### src/rtl/matrix_sub_unit.sv
// Streams an n-by-n matrix subtraction, one element pair at a time.
// Each accepted (a, b) pair produces a registered difference with a signed
// overflow flag. A one-entry output register gives full throughput under
// backpressure. The per-operation status is kept in two sticky flags:
// ovf_any, and err_size for an illegal start request.
module matrix_sub_unit #(
  parameter int DW    = 8,
  parameter int MAX_N = 5
) (
  input  logic          clk,
  input  logic          rst,
  input  logic          start,
  input  logic [2:0]    size,
  input  logic [DW-1:0] a,
  input  logic [DW-1:0] b,
  input  logic          in_valid,
  output logic          in_ready,
  output logic [DW-1:0] diff,
  output logic          ovf,
  output logic          out_valid,
  input  logic          out_ready,
  output logic          busy,
  output logic          done,
  output logic          ovf_any,
  output logic          err_size
);

  localparam int CW = $clog2(MAX_N * MAX_N + 1);
  localparam logic [CW-1:0] ONE = CW'(1);

  typedef enum logic [1:0] {IDLE, RUN, DRAIN, FIN} state_t;

  state_t        state, state_nxt;
  logic [CW-1:0] total;
  logic [CW-1:0] cnt;
  logic [5:0]    sq;
  logic          legal;
  logic          in_hs;
  logic          out_hs;
  logic          last_in;
  logic [DW-1:0] res;
  logic          res_ovf;

  assign sq      = {3'b000, size} * {3'b000, size};
  assign legal   = (size != 3'd0) && (int'(size) <= MAX_N);
  assign res     = a - b;
  assign res_ovf = (a[DW-1] != b[DW-1]) && (res[DW-1] != a[DW-1]);

  assign in_ready = (state == RUN) && (!out_valid || out_ready);
  assign in_hs    = in_valid && in_ready;
  assign out_hs   = out_valid && out_ready;
  assign last_in  = in_hs && (cnt == total - ONE);
  assign busy     = (state != IDLE);
  assign done     = (state == FIN);

  // State register.
  always_ff @(posedge clk) begin
    if (rst) state <= IDLE;
    else     state <= state_nxt;
  end

  // Next-state logic: run until the last pair is accepted, drain it, then pulse done.
  always_comb begin
    state_nxt = state;
    case (state)
      IDLE:    if (start) state_nxt = legal ? RUN : FIN;
      RUN:     if (last_in) state_nxt = DRAIN;
      DRAIN:   if (out_hs) state_nxt = FIN;
      FIN:     state_nxt = IDLE;
      default: state_nxt = IDLE;
    endcase
  end

  // Datapath: latch the request, count pairs, hold or replace the output register, and collect sticky flags.
  always_ff @(posedge clk) begin
    if (rst) begin
      total     <= '0;
      cnt       <= '0;
      diff      <= '0;
      ovf       <= 1'b0;
      out_valid <= 1'b0;
      ovf_any   <= 1'b0;
      err_size  <= 1'b0;
    end else begin
      if (state == IDLE && start) begin
        ovf_any <= 1'b0;
        if (legal) begin
          total    <= CW'(sq);
          cnt      <= '0;
          err_size <= 1'b0;
        end else begin
          err_size <= 1'b1;
        end
      end
      if (in_hs) begin
        diff      <= res;
        ovf       <= res_ovf;
        out_valid <= 1'b1;
        cnt       <= cnt + ONE;
        ovf_any   <= ovf_any | res_ovf;
      end else if (out_hs) begin
        out_valid <= 1'b0;
      end
    end
  end

endmodule

### config.mk
export PLATFORM = sky130hd
export DESIGN_NAME = matrix_sub_unit
export DESIGN_NICKNAME = d
export VERILOG_FILES = /design/src/rtl/matrix_sub_unit.sv
export SDC_FILE = /design/constraint.sdc
export NUM_CORES = 1
export LEC_CHECK = 0
export ABC_AREA = 1
export CAP_MARGIN = 20
export CORE_MARGIN = 5
export CORE_UTILIZATION = 29
export CTS_CLUSTER_DIAMETER = 150
export DETAILED_ROUTE_END_ITERATION = 10
export PLACE_DENSITY_LB_ADDON = 0.25
export SLEW_MARGIN = 20
export SYNTH_ARGS = -nofsm -noshare
export SYNTH_HDL_FRONTEND = slang
export SYNTH_SLANG_ARGS = --single-unit
export TNS_END_PERCENT = 100
### constraint.sdc
create_clock -name clk -period 2 [get_ports clk]
set_clock_uncertainty 0.15 [all_clocks]
set_input_delay 0.2 -clock clk [delete_from_list [all_inputs] [get_ports clk]]
set_output_delay 0.2 -clock clk [all_outputs]
set_load 0.05 [all_outputs]
==> results of run 1 <==
-- cell usage after synthesis, drive strengths merged, types with 2 or more instances --
master / count
o21ai: 21
xnor2: 2
o21a: 2
a21oi: 18
dfxtp: 23
inv: 44
buf: 3
nand3: 13
nor2: 17
nand2: 51
ha: 15
xor2: 3
o21bai: 2
a31oi: 2
nand4: 3
-- metal layers --
layer,routed length (µm),global-route usage,vias up
li1,-,-,809
met3,243,0.03653,4
met4,27,0.02193,0
met1,1602,0.1183,652
met5,0,0,-
met2,1482,0.1649,35
-- worst min-delay path: cells and delay by family (launching register included) --
kind,cells,cell delay (ns)
AND/OR/NAND/NOR,1,0.06
AO/OA/AOI/OAI,1,0.06
flip-flops,1,0.33
-- flip-flops by register name, indices dropped and copies added (netlist names) --
signal,cells
ovf_any,1
cnt,5
state,2
ovf,1
total,4
err_size,1
out_valid,1
diff,8
-- final cells by class --
class / count / share of cell area
timing repair buffer: 45 / 0.2113
clock inverter: 1 / 0.003521
sequential: 23 / 0.2160
tap: 70 / 0.04108
multi-input combinational: 154 / 0.4302
inverter: 44 / 0.07864
clock buffer: 3 / 0.01937
-- power by group through the flow --
stage | combinational (mW) | clock, mW | sequential (mW)
finish | 1.06 | 0.296 | 0.599
detailed placement | 1.06 | 0 | 0.610
CTS | 1.07 | 0.311 | 0.600
global placement | 1.06 | 0 | 0.610
floorplan | 0.562 | 0 | 0.772
global route | 1.16 | 0.328 | 0.612
-- worst paths after layout --
path                               end  depth (start not counted)             startpoint
hold / removal        ovf$_SDFFE_PP0P_                          2       ovf$_SDFFE_PP0P_
setup reg to reg  diff[5]$_SDFFE_PP0P_                          9  state[1]$_SDFFE_PP0P_
hold reg to reg       ovf$_SDFFE_PP0P_                          2       ovf$_SDFFE_PP0P_
setup / recovery  diff[6]$_SDFFE_PP0P_                         10                   a[0]
-- per-stage QoR --
stage                     hold WS [ns]  worst slack, ns
after detailed placement        0.3192         -0.09643
after floorplan                 0.1191           0.2282
after global routing            0.3610          0.07146
final                           0.3337           0.1964
after CTS                       0.3382           0.1960
after global placement          0.3190         -0.06518
-- logic make-up after synthesis --
family                   share of synthesized area
XOR/XNOR                                   0.02785
buffers and inverters                       0.1241
AO/OA/AOI/OAI                               0.1726
adder cells (fa/ha/maj)                     0.1321
multiplexers                              0.006365
flip-flops                                  0.2928
AND/OR/NAND/NOR                             0.2442
-- cell usage in the layout (no fill, tap or decap) --
master	synthesis	final
sky130_fd_sc_hd__fa_1	1	1
sky130_fd_sc_hd__nand3_1	11	11
sky130_fd_sc_hd__nand2_2	1	1
sky130_fd_sc_hd__xor2_1	3	3
sky130_fd_sc_hd__mux2i_1	1	1
sky130_fd_sc_hd__clkbuf_8	0	3
sky130_fd_sc_hd__inv_4	1	1
sky130_fd_sc_hd__o21bai_1	2	2
sky130_fd_sc_hd__a21boi_1	1	1
sky130_fd_sc_hd__o21ai_0	14	14
sky130_fd_sc_hd__o21a_1	2	2
sky130_fd_sc_hd__nand4_1	3	3
sky130_fd_sc_hd__a21o_1	1	1
sky130_fd_sc_hd__clkdlybuf4s50_1	0	35
sky130_fd_sc_hd__a31oi_1	2	2
sky130_fd_sc_hd__xnor2_1	2	2
sky130_fd_sc_hd__dfxtp_1	23	23
sky130_fd_sc_hd__inv_1	38	38
sky130_fd_sc_hd__buf_4	0	8
sky130_fd_sc_hd__ha_1	15	15
sky130_fd_sc_hd__a211oi_1	1	1
sky130_fd_sc_hd__nand3_2	2	2
sky130_fd_sc_hd__a21oi_1	18	18
sky130_fd_sc_hd__o21ai_1	4	4
sky130_fd_sc_hd__nor2_4	3	3
sky130_fd_sc_hd__clkinvlp_4	0	1
sky130_fd_sc_hd__nor2_2	1	1
sky130_fd_sc_hd__nor2_1	13	13
sky130_fd_sc_hd__nand2_4	1	1
sky130_fd_sc_hd__buf_12	0	2
sky130_fd_sc_hd__nand2_1	49	49
sky130_fd_sc_hd__inv_2	5	5
sky130_fd_sc_hd__o21ai_2	3	3
==> flow_summary.html, run 1 <==
<table>
<tr><th>Metric</th><th>Value</th></tr>
<tr><th colspan="2">Synth</th></tr>
<tr><td>Post-synth EDFFs</td><td>0</td></tr>
<tr><td>Avg Inst Size Synth</td><td>~7 µm²</td></tr>
<tr><td>Post-synthesis instance total</td><td>224</td></tr>
<tr><td>Share of async-settable or async-resettable flops after synthesis</td><td>0</td></tr>
<tr><td>Post-synthesis cell type with the largest combined area</td><td>sky130_fd_sc_hd__dfxtp_1</td></tr>
<tr><td>Commonest register cell after synthesis</td><td>sky130_fd_sc_hd__dfxtp_1</td></tr>
<tr><td>Synth warn</td><td>0</td></tr>
<tr><td>Cell Area, Synth</td><td>1573 µm²</td></tr>
<tr><td>Register bit count reported by yosys</td><td>23</td></tr>
<tr><td>Register area share after synthesis</td><td>0.2928</td></tr>
<tr><td>Count of distinct cell types in the synthesized netlist</td><td>30</td></tr>
<tr><td>Share of the synthesized area in the top cell type</td><td>0.2928</td></tr>
<tr><td>Synth area leaders</td><td>sky130_fd_sc_hd__dfxtp_1 29%, sky130_fd_sc_hd__ha_1 12%, sky130_fd_sc_hd__nand2_1 12%</td></tr>
<tr><td>Net count after synthesis</td><td>around 260</td></tr>
<tr><th colspan="2">Cells and area</th></tr>
<tr><td>Final nets</td><td>311</td></tr>
<tr><td>Design area</td><td>~2100 µm²</td></tr>
<tr><td>Share of post-route cells with drive strength above 1</td><td>0.1148</td></tr>
<tr><td>Core occupancy in the finished layout</td><td>0.4122</td></tr>
<tr><td>Area used by multi-input combinational logic</td><td>about 900 µm²</td></tr>
<tr><td>Final-layout fill cell count</td><td>about 540</td></tr>
<tr><td>Antenna cell count</td><td>0</td></tr>
<tr><td>Cell Count, Final, Fillers Out</td><td>340</td></tr>
<tr><td>FF/Latch Area</td><td>460.4 µm²</td></tr>
<tr><td>Area Overhead vs Synth</td><td>35.56%</td></tr>
<tr><th colspan="2">Timing</th></tr>
<tr><td>Worst-Margin Slew</td><td>about 0.50 ns</td></tr>
<tr><td>Number of endpoints failing setup at the final stage</td><td>0</td></tr>
<tr><td>Maximum achievable frequency</td><td>about 550 MHz</td></tr>
<tr><td>Number of failing hold endpoints at the final stage</td><td>0</td></tr>
<tr><td>RSZ-0062 raised after global routing</td><td>no</td></tr>
<tr><td>Sum of negative setup slack</td><td>0 ns</td></tr>
<tr><td>Final max-slew violation count</td><td>0</td></tr>
<tr><td>Worst-case headroom to the max-slew limit</td><td>0.6652</td></tr>
<tr><td>Minimum clock period</td><td>1.804 ns</td></tr>
<tr><td>Final worst-path cycle share</td><td>0.9018</td></tr>
<tr><th colspan="2">Setup path</th></tr>
<tr><td>Required time reported for the critical path endpoint</td><td>approximately 2.0 ns</td></tr>
<tr><td>Arrival time at the worst endpoint</td><td>~1.8 ns</td></tr>
<tr><td>Critical setup path kind</td><td>primary input to register</td></tr>
<tr><td>Endpoint kind of the worst setup timing path</td><td>register</td></tr>
<tr><td>Slowest cell on the critical path</td><td>sky130_fd_sc_hd__clkdlybuf4s50_1</td></tr>
<tr><td>Critical path cell sequence</td><td>clkdlybuf4s50_1, inv_1, ha_1, fa_1, inv_1, nand4_1, nand4_1, nand2_1, o21ai_1, inv_1</td></tr>
<tr><td>CP most frequent cell</td><td>sky130_fd_sc_hd__inv_1</td></tr>
<tr><td>Buffering stage count on the worst path with inverters included</td><td>4</td></tr>
<tr><td>Crit start category</td><td>primary input</td></tr>
<tr><td>Stage delay of the slowest cell on the critical path</td><td>about 0.45 ns</td></tr>
<tr><td>Register-to-register path setup slack</td><td>0.31 ns</td></tr>
<tr><td>Worst-path maximum fanout</td><td>2</td></tr>
<tr><td>Kind of cell adding the most delay to the critical path</td><td>buffers and inverters</td></tr>
<tr><th colspan="2">Route</th></tr>
<tr><td>Drt first-iter violations</td><td>~60</td></tr>
<tr><td>Via count</td><td>1500</td></tr>
<tr><td>Detailed-router iteration count before antenna repair</td><td>5</td></tr>
<tr><td>Final wirelength</td><td>3355 µm</td></tr>
<tr><td>Avg WL per Cell</td><td>9.868 µm</td></tr>
<tr><td>Detailed-route DRC error count</td><td>0</td></tr>
<tr><td>Remaining number of nets flagged by the antenna check after routing</td><td>0</td></tr>
<tr><td>Number of vias per cell</td><td>between 4 and 5</td></tr>
<tr><th colspan="2">Die</th></tr>
<tr><td>Die Y-Extent</td><td>approximately 84 µm</td></tr>
<tr><td>Die Area</td><td>6996 µm²</td></tr>
<tr><td>Width of the die</td><td>83.65 µm</td></tr>
<tr><td>Number of standard-cell rows in the floorplan</td><td>26</td></tr>
<tr><td>Initial cell density of the core</td><td>0.3041</td></tr>
<tr><td># IOs</td><td>39</td></tr>
<tr><td>Core Area</td><td>roughly 5200 µm²</td></tr>
<tr><th colspan="2">CTS</th></tr>
<tr><td>Number of H-tree branching levels</td><td>1</td></tr>
<tr><td>Clock root cell</td><td>sky130_fd_sc_hd__clkbuf_8</td></tr>
<tr><td>TritonCTS clock tree</td><td>done</td></tr>
<tr><td>CTS Buffer Depth</td><td>2</td></tr>
<tr><td>Number of buffers added by the clock tree synthesis step</td><td>3</td></tr>
<tr><td>Post-CTS Resized</td><td>0</td></tr>
<tr><td>Worst-path clk slew</td><td>roughly 0.090 ns</td></tr>
<tr><td># hold bufs at CTS</td><td>0</td></tr>
<tr><td>Source-to-sink clock delay at the later pin of the worst-skew pair</td><td>~0.27 ns</td></tr>
<tr><td>Total number of clock tree sinks</td><td>23</td></tr>
<tr><td># Post-CTS Setup Buffers</td><td>0</td></tr>
<tr><th colspan="2">Global routing</th></tr>
<tr><td>Largest net degree at the start of global routing</td><td>24</td></tr>
<tr><td>Number of global-route vias before repair</td><td>1335</td></tr>
<tr><td>Global-route wire length before repair</td><td>5747 µm</td></tr>
<tr><td>Overall Global Routing Usage</td><td>0.09787</td></tr>
<tr><td>Residual overflow from global routing</td><td>0</td></tr>
<tr><td>Initial antenna violation count</td><td>0</td></tr>
<tr><th colspan="2">Job</th></tr>
<tr><td>Number of max-cap violations</td><td>0</td></tr>
<tr><th colspan="2">Min path</th></tr>
<tr><td>Path class of the lowest-slack min-delay path</td><td>register to register</td></tr>
<tr><th colspan="2">Placement</th></tr>
<tr><td>PortBufs</td><td>38</td></tr>
<tr><td>Cells after DPL</td><td>about 340</td></tr>
<tr><td>Post-place instance area</td><td>~2100 µm²</td></tr>
<tr><td>Placed wire-length estimate after detailed placement</td><td>2674 µm</td></tr>
<tr><td>GPL Wtd Cong</td><td>0.8094</td></tr>
<tr><th colspan="2">Power and ir drop</th></tr>
<tr><td>Reported net switching power</td><td>approximately 0.85 mW</td></tr>
<tr><td>Worst IR Drop VDD</td><td>~0.43 mV</td></tr>
<tr><td>Combinational group share of total power</td><td>0.541</td></tr>
<tr><td>Switching Fraction</td><td>0.4365</td></tr>
<tr><td>Clk pwr share</td><td>0.152</td></tr>
<tr><td>Flop pwr share</td><td>0.307</td></tr>
<tr><td>Power density over cell area</td><td>a little over 900 nW/µm²</td></tr>
<tr><td>Internal Pwr Total</td><td>between 1 and 1.5 mW</td></tr>
<tr><td>Overall Power</td><td>1.952 mW</td></tr>
<tr><td>Leakage component of the power</td><td>roughly 1 nW</td></tr>
<tr><th colspan="2">Outcome</th></tr>
<tr><td>Status</td><td>finished, final reports clean</td></tr>
</table>
(Power assumes the default switching activity.)
==> run 2, diff against run 1 <==
--- a/config.mk
+++ b/config.mk
@@ -7,6 +7,7 @@
 export LEC_CHECK = 0
 export ABC_AREA = 1
 export CAP_MARGIN = 20
+export CORE_ASPECT_RATIO = 0.7
 export CORE_MARGIN = 5
 export CORE_UTILIZATION = 29
 export CTS_CLUSTER_DIAMETER = 150
==> run 2 against run 1 <==
  * Worst setup slack lost 0.0016 ns
  * Critical path depth is the same
  * Register-to-register slack worse by 0.03 ns
  * Die area increased by 0.33%
  * Flip-flop and latch count stayed put
==> flow_summary.html, run 2 (synthesis gave the netlist of run 1 again) <==
<table>
<tr><th>Metric</th><th>Value</th></tr>
<tr><th colspan="2">Outcome</th></tr>
<tr><td>Status</td><td>finished, final reports clean</td></tr>
<tr><th colspan="2">Setup path</th></tr>
<tr><td>Endpoint kind of the worst setup timing path</td><td>register</td></tr>
<tr><td>CP most frequent cell</td><td>sky130_fd_sc_hd__inv_1</td></tr>
<tr><td>Crit start category</td><td>primary input</td></tr>
<tr><td>Stage delay of the slowest cell on the critical path</td><td>0.45 ns</td></tr>
<tr><td>Critical setup path kind</td><td>primary input to register</td></tr>
<tr><td>Crit path depth</td><td>10</td></tr>
<tr><td>Slowest cell on the critical path</td><td>sky130_fd_sc_hd__clkdlybuf4s50_1</td></tr>
<tr><td>Logic depth of the worst register-to-register path</td><td>9</td></tr>
<tr><td>Kind of cell adding the most delay to the critical path</td><td>buffers and inverters</td></tr>
<tr><td>Buffering stage count on the worst path with inverters included</td><td>4</td></tr>
<tr><td>Worst-path maximum fanout</td><td>2</td></tr>
<tr><td>Required time reported for the critical path endpoint</td><td>between 2 and 2.5 ns</td></tr>
<tr><td>Critical path cell sequence</td><td>clkdlybuf4s50_1, inv_1, ha_1, fa_1, inv_1, nand4_1, nand4_1, nand2_1, o21ai_1, inv_1</td></tr>
<tr><td>Arrival time at the worst endpoint</td><td>around 1.8 ns</td></tr>
<tr><th colspan="2">Route</th></tr>
<tr><td>Detailed-router iteration count before antenna repair</td><td>4</td></tr>
<tr><td>Detailed-route DRC error count</td><td>0</td></tr>
<tr><td>Final wirelength</td><td>around 3500 µm</td></tr>
<tr><td>Drt first-iter violations</td><td>68</td></tr>
<tr><td>Number of vias per cell</td><td>4.321</td></tr>
<tr><td>Avg WL per Cell</td><td>~10 µm</td></tr>
<tr><td>Via count</td><td>between 1000 and 1500</td></tr>
<tr><td>Remaining number of nets flagged by the antenna check after routing</td><td>0</td></tr>
<tr><th colspan="2">Timing</th></tr>
<tr><td>Number of failing hold endpoints at the final stage</td><td>0</td></tr>
<tr><td>RSZ-0062 raised after global routing</td><td>no</td></tr>
<tr><td>Final worst-path cycle share</td><td>0.9026</td></tr>
<tr><td>Worst-Margin Slew</td><td>0.5196 ns</td></tr>
<tr><td>Final max-slew violation count</td><td>0</td></tr>
<tr><td>Number of endpoints failing setup at the final stage</td><td>0</td></tr>
<tr><td>Sum of negative setup slack</td><td>0 ns</td></tr>
<tr><td>Maximum achievable frequency</td><td>between 500 and 600 MHz</td></tr>
<tr><td>Minimum clock period</td><td>1.805 ns</td></tr>
<tr><td>Worst-case headroom to the max-slew limit</td><td>0.6525</td></tr>
<tr><th colspan="2">Min path</th></tr>
<tr><td>Number of cells on the worst hold path</td><td>2</td></tr>
<tr><td>Path class of the lowest-slack min-delay path</td><td>register to register</td></tr>
<tr><th colspan="2">Die</th></tr>
<tr><td>Width of the die</td><td>98.02 µm</td></tr>
<tr><td>Die Area</td><td>between 7000 and 8000 µm²</td></tr>
<tr><td># IOs</td><td>39</td></tr>
<tr><td>Number of standard-cell rows in the floorplan</td><td>22</td></tr>
<tr><td>Die Y-Extent</td><td>between 70 and 80 µm</td></tr>
<tr><td>Initial cell density of the core</td><td>0.2991</td></tr>
<tr><td>Core Area</td><td>roughly 5300 µm²</td></tr>
<tr><th colspan="2">CTS</th></tr>
<tr><td>Source-to-sink clock delay at the later pin of the worst-skew pair</td><td>~0.27 ns</td></tr>
<tr><td>Total number of clock tree sinks</td><td>23</td></tr>
<tr><td># Post-CTS Setup Buffers</td><td>0</td></tr>
<tr><td>Post-CTS Resized</td><td>0</td></tr>
<tr><td>Number of H-tree branching levels</td><td>1</td></tr>
<tr><td>TritonCTS clock tree</td><td>done</td></tr>
<tr><td># hold bufs at CTS</td><td>0</td></tr>
<tr><td>CTS Buffer Depth</td><td>2</td></tr>
<tr><td>Worst-path clk slew</td><td>approximately 0.080 ns</td></tr>
<tr><td>Clock root cell</td><td>sky130_fd_sc_hd__clkbuf_8</td></tr>
<tr><td>Number of buffers added by the clock tree synthesis step</td><td>3</td></tr>
<tr><th colspan="2">Cells and area</th></tr>
<tr><td>Final-layout fill cell count</td><td>approximately 530</td></tr>
<tr><td>Most common library cell in the layout ignoring fill and taps</td><td>sky130_fd_sc_hd__nand2_1</td></tr>
<tr><td>Largest registers</td><td>diff x8, cnt x5, total x4</td></tr>
<tr><td>Most flop-heavy register</td><td>diff</td></tr>
<tr><td>Share of post-route cells with drive strength above 1</td><td>0.1181</td></tr>
<tr><td>Most frequent cells in the layout</td><td>49 x sky130_fd_sc_hd__nand2_1, 38 x sky130_fd_sc_hd__inv_1, 35 x sky130_fd_sc_hd__clkdlybuf4s50_1</td></tr>
<tr><td>Final nets</td><td>312</td></tr>
<tr><td>Cell Count, Final, Fillers Out</td><td>343</td></tr>
<tr><td>Core occupancy in the finished layout</td><td>0.4069</td></tr>
<tr><td>Design area</td><td>2140 µm²</td></tr>
<tr><td>Antenna cell count</td><td>0</td></tr>
<tr><td>Area Overhead vs Synth</td><td>36.04%</td></tr>
<tr><td>Flip-flop count of the largest register after layout</td><td>8</td></tr>
<tr><th colspan="2">Global routing</th></tr>
<tr><td>Residual overflow from global routing</td><td>0</td></tr>
<tr><td>Global-route wire length before repair</td><td>roughly 6200 µm</td></tr>
<tr><td>Largest net degree at the start of global routing</td><td>24</td></tr>
<tr><td>Overall Global Routing Usage</td><td>0.1044</td></tr>
<tr><td>Initial antenna violation count</td><td>0</td></tr>
<tr><td>Number of global-route vias before repair</td><td>~1300</td></tr>
<tr><th colspan="2">Placement</th></tr>
<tr><td>Post-place instance area</td><td>approximately 2100 µm²</td></tr>
<tr><td>GPL Wtd Cong</td><td>0.7651</td></tr>
<tr><td>Placed wire-length estimate after detailed placement</td><td>2834 µm</td></tr>
<tr><td>PortBufs</td><td>38</td></tr>
<tr><td>Cells after DPL</td><td>339</td></tr>
<tr><th colspan="2">Power and ir drop</th></tr>
<tr><td>Power density over cell area</td><td>between 900 and 1000 nW/µm²</td></tr>
<tr><td>Worst IR Drop VDD</td><td>around 0.25 mV</td></tr>
<tr><td>Leakage component of the power</td><td>~1 nW</td></tr>
<tr><th colspan="2">Job</th></tr>
<tr><td>Number of max-cap violations</td><td>0</td></tr>
</table>
run 2: changes by cell type in the layout (fill, tap and decap cells not counted), sizes merged:
cell,previous run,this run
clkinv,0,1
clkinvlp,1,0
buf,10,11
run 2: metal layers:
metal | GRT usage | share of wire | vias up
met5 | 0 | 0 | -
met4 | 0.02304 | 0.0080 | 0
met3 | 0.03016 | 0.059 | 2
met2 | 0.1478 | 0.39 | 48
met1 | 0.1550 | 0.55 | 625
li1 | - | - | 807
run 2: through the flow:
stage | hold slack [ns] | setup slack (ns) | power, mW
after global routing | 0.3548 | 0.03860 | 2.106
final | 0.3209 | 0.1948 | 1.963
after CTS | 0.3309 | 0.1997 | 1.986
after floorplan | 0.1191 | 0.2282 | 1.333
after detailed placement | 0.3162 | -0.07942 | 1.686
after global placement | 0.3155 | -0.04360 | 1.685
run 2: worst paths after layout:
kind / startpoint / to / slack [ns]
min: ovf$_SDFFE_PP0P_ / ovf$_SDFFE_PP0P_ / 0.32
max: a[0] / diff[6]$_SDFFE_PP0P_ / 0.19
max reg2reg: state[1]$_SDFFE_PP0P_ / diff[5]$_SDFFE_PP0P_ / 0.28
min reg2reg: ovf$_SDFFE_PP0P_ / ovf$_SDFFE_PP0P_ / 0.32
run 2: layout make-up:
type / instances / area (µm²) / share of cell area
clock buffer: 3 / 41.29 / 0.01930
clock inverter: 1 / 5.005 / 0.002339
inverter: 44 / 167.7 / 0.07836
multi-input combinational: 154 / 917.1 / 0.4287
sequential: 23 / 460.4 / 0.2152
tap: 72 / 90.09 / 0.04211
timing repair buffer: 46 / 457.9 / 0.2140
run 2: power by group:
| group | total, mW | internal (mW) | switching [mW] |
|---|---|---|---|
| combinational | 1.08 | 0.423 | 0.654 |
| sequential | 0.596 | 0.541 | 0.0551 |
| clock | 0.290 | 0.139 | 0.151 |
| total | 1.96 | 1.10 | 0.860 |
run 2: worst min-delay path: stages, from the launching register on:
cell and delay [ns]:
sky130_fd_sc_hd__dfxtp_1 0.32, sky130_fd_sc_hd__nand2_1 0.06, sky130_fd_sc_hd__a21oi_1 0.06
